--- config.mk ---
export PLATFORM = sky130hd
export DESIGN_NAME = exec_monitor
export DESIGN_NICKNAME = d
export VERILOG_FILES = /design/src/rtl/exec_mon_pkg.sv /design/src/rtl/trace_fifo.sv /design/src/rtl/exec_monitor.sv
export SDC_FILE = /design/constraint.sdc
export NUM_CORES = 2
export LEC_CHECK = 0
export BUFFER_PORTS_ARGS = -buffer_cell sky130_fd_sc_hd__buf_2
export CAP_MARGIN = 5
export CELL_PAD_IN_SITES_DETAIL_PLACEMENT = 1
export CELL_PAD_IN_SITES_GLOBAL_PLACEMENT = 1
export CORE_UTILIZATION = 59
export DETAILED_ROUTE_END_ITERATION = 10
export PLACE_DENSITY_LB_ADDON = 0.1
export SKIP_LAST_GASP = 1
export SLEW_MARGIN = 25
export SYNTH_ARGS = -nofsm -noshare
export SYNTH_HDL_FRONTEND = slang
export SYNTH_SLANG_ARGS = --single-unit
--- constraint.sdc ---
create_clock -name clk -period 11.4 [get_ports clk]
set_clock_uncertainty 0.15 [all_clocks]
set_input_delay 0 -clock clk [delete_from_list [all_inputs] [get_ports clk]]
set_output_delay 0 -clock clk [all_outputs]
set_load 0.02 [all_outputs]
--- src/rtl/exec_mon_pkg.sv ---
// Shared types and default parameters for the execution monitor.
package exec_mon_pkg;

  typedef enum logic [1:0] {
    StIdle = 2'd0,
    StRun  = 2'd1,
    StHalt = 2'd2
  } state_e;

  typedef enum logic [1:0] {
    CauseNone    = 2'd0,
    CauseIllegal = 2'd1,
    CauseBp      = 2'd2,
    CauseLimit   = 2'd3
  } halt_cause_e;

  localparam int unsigned DefPcW        = 32;
  localparam int unsigned DefInstrW     = 32;
  localparam int unsigned DefMaxCycles  = 250;
  localparam int unsigned DefNumBp      = 2;
  localparam int unsigned DefTraceDepth = 16;

endpackage

--- src/rtl/trace_fifo.sv ---
// Circular trace buffer: drops the oldest entry when written while full.
module trace_fifo #(
  parameter int unsigned DEPTH = 16,
  parameter int unsigned WIDTH = 96
) (
  input  logic                       clk,
  input  logic                       rstn,
  input  logic                       clear_i,
  input  logic                       push_i,
  input  logic                       pop_i,
  input  logic [WIDTH-1:0]           wdata_i,
  output logic [WIDTH-1:0]           rdata_o,
  output logic [$clog2(DEPTH):0]     count_o
);

  localparam int unsigned AW = $clog2(DEPTH);

  logic [WIDTH-1:0] mem_q [DEPTH];
  logic [AW-1:0]    wr_ptr_q, rd_ptr_q;
  logic [AW:0]      count_q;
  logic             full, empty;

  assign full  = (count_q == (AW+1)'(DEPTH));
  assign empty = (count_q == '0);

  // A push wins over a pop; the monitor never requests both in one cycle.
  always_ff @(posedge clk or negedge rstn) begin
    if (!rstn) begin
      wr_ptr_q <= '0;
      rd_ptr_q <= '0;
      count_q  <= '0;
    end else if (clear_i) begin
      wr_ptr_q <= '0;
      rd_ptr_q <= '0;
      count_q  <= '0;
    end else if (push_i) begin
      wr_ptr_q <= wr_ptr_q + AW'(1);
      if (full) begin
        rd_ptr_q <= rd_ptr_q + AW'(1);
      end else begin
        count_q <= count_q + (AW+1)'(1);
      end
    end else if (pop_i && !empty) begin
      rd_ptr_q <= rd_ptr_q + AW'(1);
      count_q  <= count_q - (AW+1)'(1);
    end
  end

  always_ff @(posedge clk) begin
    if (push_i && !clear_i) begin
      mem_q[wr_ptr_q] <= wdata_i;
    end
  end

  assign rdata_o = empty ? '0 : mem_q[rd_ptr_q];
  assign count_o = count_q;

endmodule

--- src/rtl/exec_monitor.sv ---
// Run-control monitor: counts cycles/retires, halts on illegal, breakpoint
// or cycle limit, and keeps a trace of the most recent retired instructions.
module exec_monitor
  import exec_mon_pkg::*;
#(
  parameter int unsigned PC_W        = DefPcW,
  parameter int unsigned INSTR_W     = DefInstrW,
  parameter int unsigned MAX_CYCLES  = DefMaxCycles,
  parameter int unsigned NUM_BP      = DefNumBp,
  parameter int unsigned TRACE_DEPTH = DefTraceDepth
) (
  input  logic                               clk,
  input  logic                               rstn,
  input  logic                               start_i,
  input  logic                               resume_i,
  input  logic                               valid_i,
  input  logic [PC_W-1:0]                    pc_i,
  input  logic [INSTR_W-1:0]                 instr_i,
  input  logic [PC_W-1:0]                    npc_i,
  input  logic [NUM_BP-1:0]                  bp_en_i,
  input  logic [NUM_BP*PC_W-1:0]             bp_addr_i,
  input  logic                               trace_rd_i,
  output logic                               run_o,
  output logic                               halted_o,
  output logic [1:0]                         halt_cause_o,
  output logic [$clog2(MAX_CYCLES+1)-1:0]    cycle_cnt_o,
  output logic [$clog2(MAX_CYCLES+1)-1:0]    retired_cnt_o,
  output logic [PC_W-1:0]                    trace_pc_o,
  output logic [INSTR_W-1:0]                 trace_instr_o,
  output logic [PC_W-1:0]                    trace_npc_o,
  output logic [$clog2(TRACE_DEPTH):0]       trace_count_o
);

  localparam int unsigned CNT_W = $clog2(MAX_CYCLES + 1);
  localparam int unsigned TW    = 2 * PC_W + INSTR_W;
  localparam logic [CNT_W-1:0] MaxCnt = CNT_W'(MAX_CYCLES);

  state_e            state_q, state_d;
  halt_cause_e       cause_q, cause_d;
  logic [CNT_W-1:0]  cycle_cnt_q, cycle_cnt_d;
  logic [CNT_W-1:0]  retired_cnt_q, retired_cnt_d;
  logic              skip_q, skip_d;
  logic              bp_match, illegal, bp_hit;
  logic              trace_push, trace_pop, trace_clear;
  logic [TW-1:0]     trace_rdata;

  always_comb begin
    bp_match = 1'b0;
    for (int k = 0; k < NUM_BP; k++) begin
      if (bp_en_i[k] && (pc_i == bp_addr_i[k*PC_W +: PC_W])) begin
        bp_match = 1'b1;
      end
    end
  end

  assign illegal = valid_i && ((instr_i == '0) || (instr_i == '1));
  // The first retire after a resume steps past the breakpoint we stopped on.
  assign bp_hit  = valid_i && bp_match && !skip_q;

  always_comb begin
    state_d       = state_q;
    cause_d       = cause_q;
    cycle_cnt_d   = cycle_cnt_q;
    retired_cnt_d = retired_cnt_q;
    skip_d        = skip_q;
    trace_push    = 1'b0;
    trace_clear   = 1'b0;

    unique case (state_q)
      StIdle, StHalt: begin
        if (start_i) begin
          state_d       = StRun;
          cause_d       = CauseNone;
          cycle_cnt_d   = '0;
          retired_cnt_d = '0;
          skip_d        = 1'b0;
          trace_clear   = 1'b1;
        end else if ((state_q == StHalt) && resume_i && (cycle_cnt_q != MaxCnt)) begin
          state_d = StRun;
          cause_d = CauseNone;
          skip_d  = 1'b1;
        end
      end
      StRun: begin
        if (cycle_cnt_q != MaxCnt) begin
          cycle_cnt_d = cycle_cnt_q + CNT_W'(1);
        end
        if (valid_i) begin
          trace_push = 1'b1;
          skip_d     = 1'b0;
          if (retired_cnt_q != MaxCnt) begin
            retired_cnt_d = retired_cnt_q + CNT_W'(1);
          end
        end
        if (illegal) begin
          state_d = StHalt;
          cause_d = CauseIllegal;
        end else if (bp_hit) begin
          state_d = StHalt;
          cause_d = CauseBp;
        end else if (cycle_cnt_d == MaxCnt) begin
          state_d = StHalt;
          cause_d = CauseLimit;
        end
      end
      default: state_d = StIdle;
    endcase
  end

  always_ff @(posedge clk or negedge rstn) begin
    if (!rstn) begin
      state_q       <= StIdle;
      cause_q       <= CauseNone;
      cycle_cnt_q   <= '0;
      retired_cnt_q <= '0;
      skip_q        <= 1'b0;
    end else begin
      state_q       <= state_d;
      cause_q       <= cause_d;
      cycle_cnt_q   <= cycle_cnt_d;
      retired_cnt_q <= retired_cnt_d;
      skip_q        <= skip_d;
    end
  end

  assign trace_pop = trace_rd_i && (state_q != StRun);

  trace_fifo #(
    .DEPTH (TRACE_DEPTH),
    .WIDTH (TW)
  ) u_trace (
    .clk     (clk),
    .rstn    (rstn),
    .clear_i (trace_clear),
    .push_i  (trace_push),
    .pop_i   (trace_pop),
    .wdata_i ({pc_i, instr_i, npc_i}),
    .rdata_o (trace_rdata),
    .count_o (trace_count_o)
  );

  assign {trace_pc_o, trace_instr_o, trace_npc_o} = trace_rdata;

  assign run_o         = (state_q == StRun);
  assign halted_o      = (state_q == StHalt);
  assign halt_cause_o  = cause_q;
  assign cycle_cnt_o   = cycle_cnt_q;
  assign retired_cnt_o = retired_cnt_q;

endmodule

==> Yosys cells after proc, flatten, opt, wreduce, memory -nomap -nowiden <==
Memories as Yosys holds them, arrays and structs flattened.
Cells that the tools add are included.
{ "op_classes": {"addsub": 6, "n_eq_ne": 17, "muxes": 42, "n_reduce_logical": 28} }
{ "ops": {"columns": ["op", "n"], "rows": [
  ["96-bit two-way mux", 1],
  ["32-bit == test", 2],
  ["8-bit two-way mux", 5],
  ["32-bit == test, second input constant", 1],
  ["32-bit zero test", 1],
  ["8-bit case mux with 2 select lines", 2],
  ["4-bit two-way mux", 6],
  ["2-bit two-way mux", 10],
  ["5-bit two-way mux", 4],
  ["8-bit by 1-bit adder with 8-bit output, second input constant", 2],
  ["8-bit inequality test, second input constant", 2],
  ["1-bit two-way mux", 11],
  ["1-bit logical AND", 10],
  ["4-bit by 1-bit adder with 4-bit output, second input constant", 2],
  ["8-bit == test, second input constant", 1],
  ["2-bit case mux with 2 select lines", 2],
  ["2-bit AND reduction", 4],
  ["3-bit by 2-bit inequality test with 1-bit output, second input constant", 2],
  ["3-bit AND reduction", 2],
  ["5-bit by 1-bit adder with 5-bit output, second input constant", 1],
  ["5-bit == test, second input constant", 1],
  ["5-bit zero test", 1],
  ["5-bit by 1-bit subtractor with 5-bit output, second input constant", 1],
  ["2-bit by 1-bit inequality test with 1-bit output, second input constant", 2],
  ["13 further kinds", 17]
]} }
{ "totals": {"register_bits": 34, "mem_bits_rw": 1536, "inputBits": 168, "wordCells": 102, "memories": 1} }
{ "memory_table": {"columns": ["memory", "depth", "word_bits", "rd", "rd_ports_with_merged_regs", "write_ports", "line", "source"], "rows": [
  ["u_trace.mem_q", 16, 96, 1, 0, 1, "trace_fifo.sv:18", "logic [WIDTH-1:0] mem_q [DEPTH];"]
]} }

==> Logic depth before layout (Yosys ltp) <==
{ "depth": {"depth_word": 9, "depth_mapped": 14, "mapped_depth_nobuf": 12} }

==> Modules after synthesis <==
Synthesis repeated with hierarchy kept, for this count alone.
{ "hier_totals": {"cells_unflattened": 2701, "area_unflattened_um2": 60968.5} }
{ "modules_own_cells": {"columns": ["module", "n_inst", "cells_per_inst", "area_each_um2"], "rows": [
  ["trace_fifo", 1, 2445, 58851.4],
  ["exec_monitor", 1, 256, 2117.0]
]} }

==> Least setup slack after synthesis <==
Ideal clock, no wire load.
{ "synth_timing": {"path_kind": "flip-flop to flip-flop", "from": "register state_q[1]", "to": "memory u_trace.mem_q[4][0] (enable)", "arrival_ns": 3.569, "required_ns": 10.784, "setup_slack_ns": 7.215, "stages_incl_launch_ff": 9, "n_path_buf": 1, "synth_period_minus_slack_ns": 4.185, "path_cell_list": "dfrtp_1 -> nand2b_1 -> buf_2 -> inv_4 -> nand2_2 -> inv_2 -> nand2_1 -> nor2_1 -> and2_1"} }
{ "synth_rtl": {"columns": ["item", "line", "source"], "rows": [
  ["start: declaration", "exec_monitor.sv:38", "state_e state_q, state_d;"],
  ["start signal: assignment", "exec_monitor.sv:112", "state_q <= StIdle;"],
  ["start signal: assignment", "exec_monitor.sv:118", "state_q <= state_d;"],
  ["2-bit by 1-bit == test with 1-bit output", null, null],
  ["named net run_o", "exec_monitor.sv:23", "output logic run_o,"],
  ["1-bit two-way mux", "exec_monitor.sv:69", "unique case (state_q)"],
  ["1-bit logical AND", "trace_fifo.sv:50", "if (push_i && !clear_i) begin"],
  ["1-bit two-way mux", "trace_fifo.sv:50", null],
  ["1-bit two-way mux (implied by the code)", "trace_fifo.sv:51", "mem_q[wr_ptr_q] <= wdata_i;"],
  ["end: declaration", "trace_fifo.sv:18", null]
]} }
The timed path passes the listed nets, and every way through them passes these cells.

==> Worst setup path in the final report <==
{ "layout_timing": {"from": "register u_trace.rd_ptr_q[0]", "to": "output trace_instr_o[13]"} }
{ "layout_via": {"elab_chain_cells": 2} }
{ "layout_rtl": {"columns": ["item", "line", "source"], "rows": [
  ["start: declaration", "trace_fifo.sv:19", "logic [AW-1:0] wr_ptr_q, rd_ptr_q;"],
  ["start signal: assignment", "trace_fifo.sv:39", "rd_ptr_q <= rd_ptr_q + AW'(1);"],
  ["start signal: assignment", "trace_fifo.sv:44", "rd_ptr_q <= rd_ptr_q + AW'(1);"],
  ["memory 16 x 96 bit", null, null],
  ["96-bit two-way mux", "trace_fifo.sv:55", "assign rdata_o = empty ? '0 : mem_q[rd_ptr_q];"],
  ["end: declaration", "exec_monitor.sv:29", "output logic [INSTR_W-1:0] trace_instr_o,"]
]} }
No other way between the ends.

==> out/qor.yml <==
power_frac_seq: 0.419
die-height_um: 324
p_clk_frac: 0.290
die_w_um: 324
startpoint: "u_trace.rd_ptr_q[0]$_DFFE_PN0P_"
synth_top_area_share: 0.754
ys_types: 48
start_util: 0.598
grt_pass1_vias: 32300
p_sw_w: 0.00506
antenna_left: 0
run_status: "finished clean"
synth_top_family_by_area: "multiplexers"
antenna_found_initial: 5
endpoint_kind: "output pin"
synth-adder-area-share: 0.00278
globalplace.congestion: 0.825
critPathRequiredTime_ps: 11250
intPower_w: 0.0118
grt_use_total: 0.301
critPathSlowestCell: "dfrtp_4"
p_per_area_nw_per_um2: 240
cts_resized: 0
swShare: 0.300
vdd_drop_max_v: 0.000282
power_frac_comb: 0.292
ys_seq_area_frac: 0.768
cpPeakStageDelay_ps: 780
drive_gt1_frac: 0.334
setup_viol: 0
rows: 117
synth-simple-area-share: 0.0238
cts_max_path_buffers: 3
drt-pass1-iter-count: 5
power_leakage_nw: 22.4
core_um2: 102000
relSlewSlack: 0.282
critical_path_buf_inv_count: 5
synth_edf_count: 1536
grt_pass1_wl_um: 222000
synth.area.mux_share: 0.177
grt_overflow: 0
synth_compound_area_frac: 0.00573
period_needed_ps: 5090
fin_crit_sh: 0.446
wire_per_inst_um: 33.7
vias: 30000
worst-path-max-fanout: 73
ys_async_sr_fraction: 0.0217
finalHoldViolCount: 0
final_util: 0.687
arrival_ps: 4940
cp_cell_sequence: "buf_12 -> buf_16 -> buf_12 -> buf_16 -> mux4_2 -> mux4_2 -> nor2b_1 -> buf_2"
numCtsBuffers: 155
cp_top_family: "buffers and inverters"
synth_cells: 2596
synth_xor_area_frac: 0.0109
grt_max_degree: 182
fp.dieArea_um2: 105000
h-tree-depth: 4
syn_area_um2: 61200
avgSynthCellArea_um2: 23.6
drc: 0
clockRootBuffer: "clkbuf_16"
clock_latency_ps: 750
holdWs_ps: 32.4
synthTopCellsByCount: "edfxtp_1 (1536), mux4_2 (480), nor2b_1 (103), clkbuf_1 (68), xnor2_1 (63)"
yosysWarningCount: 0
dp_hpwl_um: 82200
cts_sinks: 1570
port_buffers: 288
min-delay-start: "bp_addr_i[24]"
io_pins: 289
synthFlopType: "edfxtp_1"
syn_nets: 2777
fill_cells: 7853
yosysMostFrequentCell: "edfxtp_1"
cts_tree: "done"
max_slew.worst_pin.slew_ps: 1080
clk_pin_slew_ps: 50
fmax_mhz: 197
routed_wl_um: 154000
critPathKind: "reg -> out"
nNetsFinal: 3260
critPathLaunchType: "register"
power.total_w: 0.0169
r2r-start: "state_q[0]$_DFFE_PN0P_"
area_delta_synth_final_pct: 15.0
avgViaCountPerCell: 6.57
drtIter0Drc: 2932
synth_area_leader_cell: "edfxtp_1"
drv_slew: 0
ys_seq_elements: 1570
rsz0062_at_grt: "false"
synth_area_leaders: "edfxtp_1 (75%), mux4_2 (18%), dfrtp_1 (1.4%), nor2b_1 (1.1%), xnor2_1 (0.90%)"
tns_ps: 0
cap_violations: 0
hold_class: "in -> reg"
## repair_timing
action                                 4_1_cts  5_1_grt
setup endpoints to repair                    0        0
hold buffers                               115        0
setup buffers                                0        0
endpoints found under the hold margin     1602        0
## placed cells by master, fill, tap and decap left out, drive strengths merged, types with 2 or more instances in the layout
master and count:
edfxtp 1536, mux4 480, buf 339, clkbuf 188
dlygate4sd3 114, nor2b 103, clkinv 74, xnor2 63
dfrtp 34, nand2 31, o21ai 30, nand4 29
nor2 20, and2 17, nand3 16, inv 16
xor2 13, nor4 13, ha 12, a21oi 12
bufinv 8, nor3 6, or3 6, clkinvlp 6
and3 5, nand2b 4, a21o 4, diode 3
or4 3, o31ai 3, mux2i 3, nand3b 2
o22ai 2
## worst reg2reg max path, cell delays in order (launching register included)
cell      delay (ps)
dfrtp_1          520
nand2b_1         460
inv_4            270
nand2_2          210
nor3b_1          560
and2_4           520
buf_4            880
buf_4            680
## power by group through the flow
stage	Sequential [W]	Clock (W)	Combinational (W)
floorplan	0.00707	0	0.00344
global placement	0.00719	0	0.00470
detailed placement	0.00722	0	0.00482
CTS	0.00711	0.00496	0.00488
global route	0.00709	0.00514	0.00521
finish	0.00706	0.00488	0.00492
## worst paths after layout
check / endpoint / slack (ps) / depth (start not counted)
worst min register to register: halt_cause_o[1]$_DFFE_PN0P_ / 360 / 1
max in group asynchronous: u_trace.rd_ptr_q[3]$_DFFE_PN0P_ / 10730 / 4
min in group asynchronous: u_trace.count_o[1]$_DFFE_PN0P_ / 130 / 4
worst max-delay path: trace_instr_o[13] / 6310 / 8
worst min-delay path: halt_cause_o[1]$_DFFE_PN0P_ / 30 / 6
worst max register to register: u_trace.mem_q[8][56]$_DFFE_PP_ / 6780 / 7
## per-layer routing
| metal | up-vias | GRT usage | part of all wire |
|---|---|---|---|
| li1 | 12000 | - | - |
| met4 | 2 | 0.0868 | 0.023 |
| met5 | - | 0 | 0.000084 |
| met3 | 225 | 0.0437 | 0.062 |
| met1 | 16400 | 0.408 | 0.39 |
| met2 | 1398 | 0.514 | 0.52 |
## flip-flops by register name, summed over array words and instances, names as in the netlist
| register | flops |
|---|---|
| u_trace.wr_ptr_q | 4 |
| u_trace.count_o | 5 |
| skip_q | 1 |
| state_q | 2 |
| u_trace.mem_q | 1536 |
| retired_cnt_o | 8 |
| u_trace.rd_ptr_q | 4 |
| halt_cause_o | 2 |
| cycle_cnt_o | 8 |
## layout make-up
type	count	area, µm²	area share
multi-input cells	888	13500	0.193
inverters	11	43.8	0.000623
flip-flops and latches	1570	47000	0.668
repair buffers	453	3220	0.0457
well taps	1368	1710	0.0243
clock buffers	188	4130	0.0587
clock inverters	93	692	0.00984
diodes	3	7.51	0.000107
## stage by stage
stage          setup WS, ps  cell area, µm²  cells
2_1_floorplan          7220           61200   2596
3_3_place_gp           6830           64100   4166
3_5_place_dp           6770           64200   4169
4_1_cts                5920           70200   4565
5_1_grt                5920           70300   4573
6_report               6310           70300   4574
## kinds of logic (layout without fill, tap and decap cells)
logic type	after synthesis	after routing
AOI/OAI and AO/OA	59	59
xor gates and xnor gates	76	76
adders and majority gates	13	13
buffers and inverters	138	745
DFF	1570	1570
muxes	484	484
other	0	3
and+or+nand+nor	256	256
Note: power is estimated with default switching activity, not from simulation.
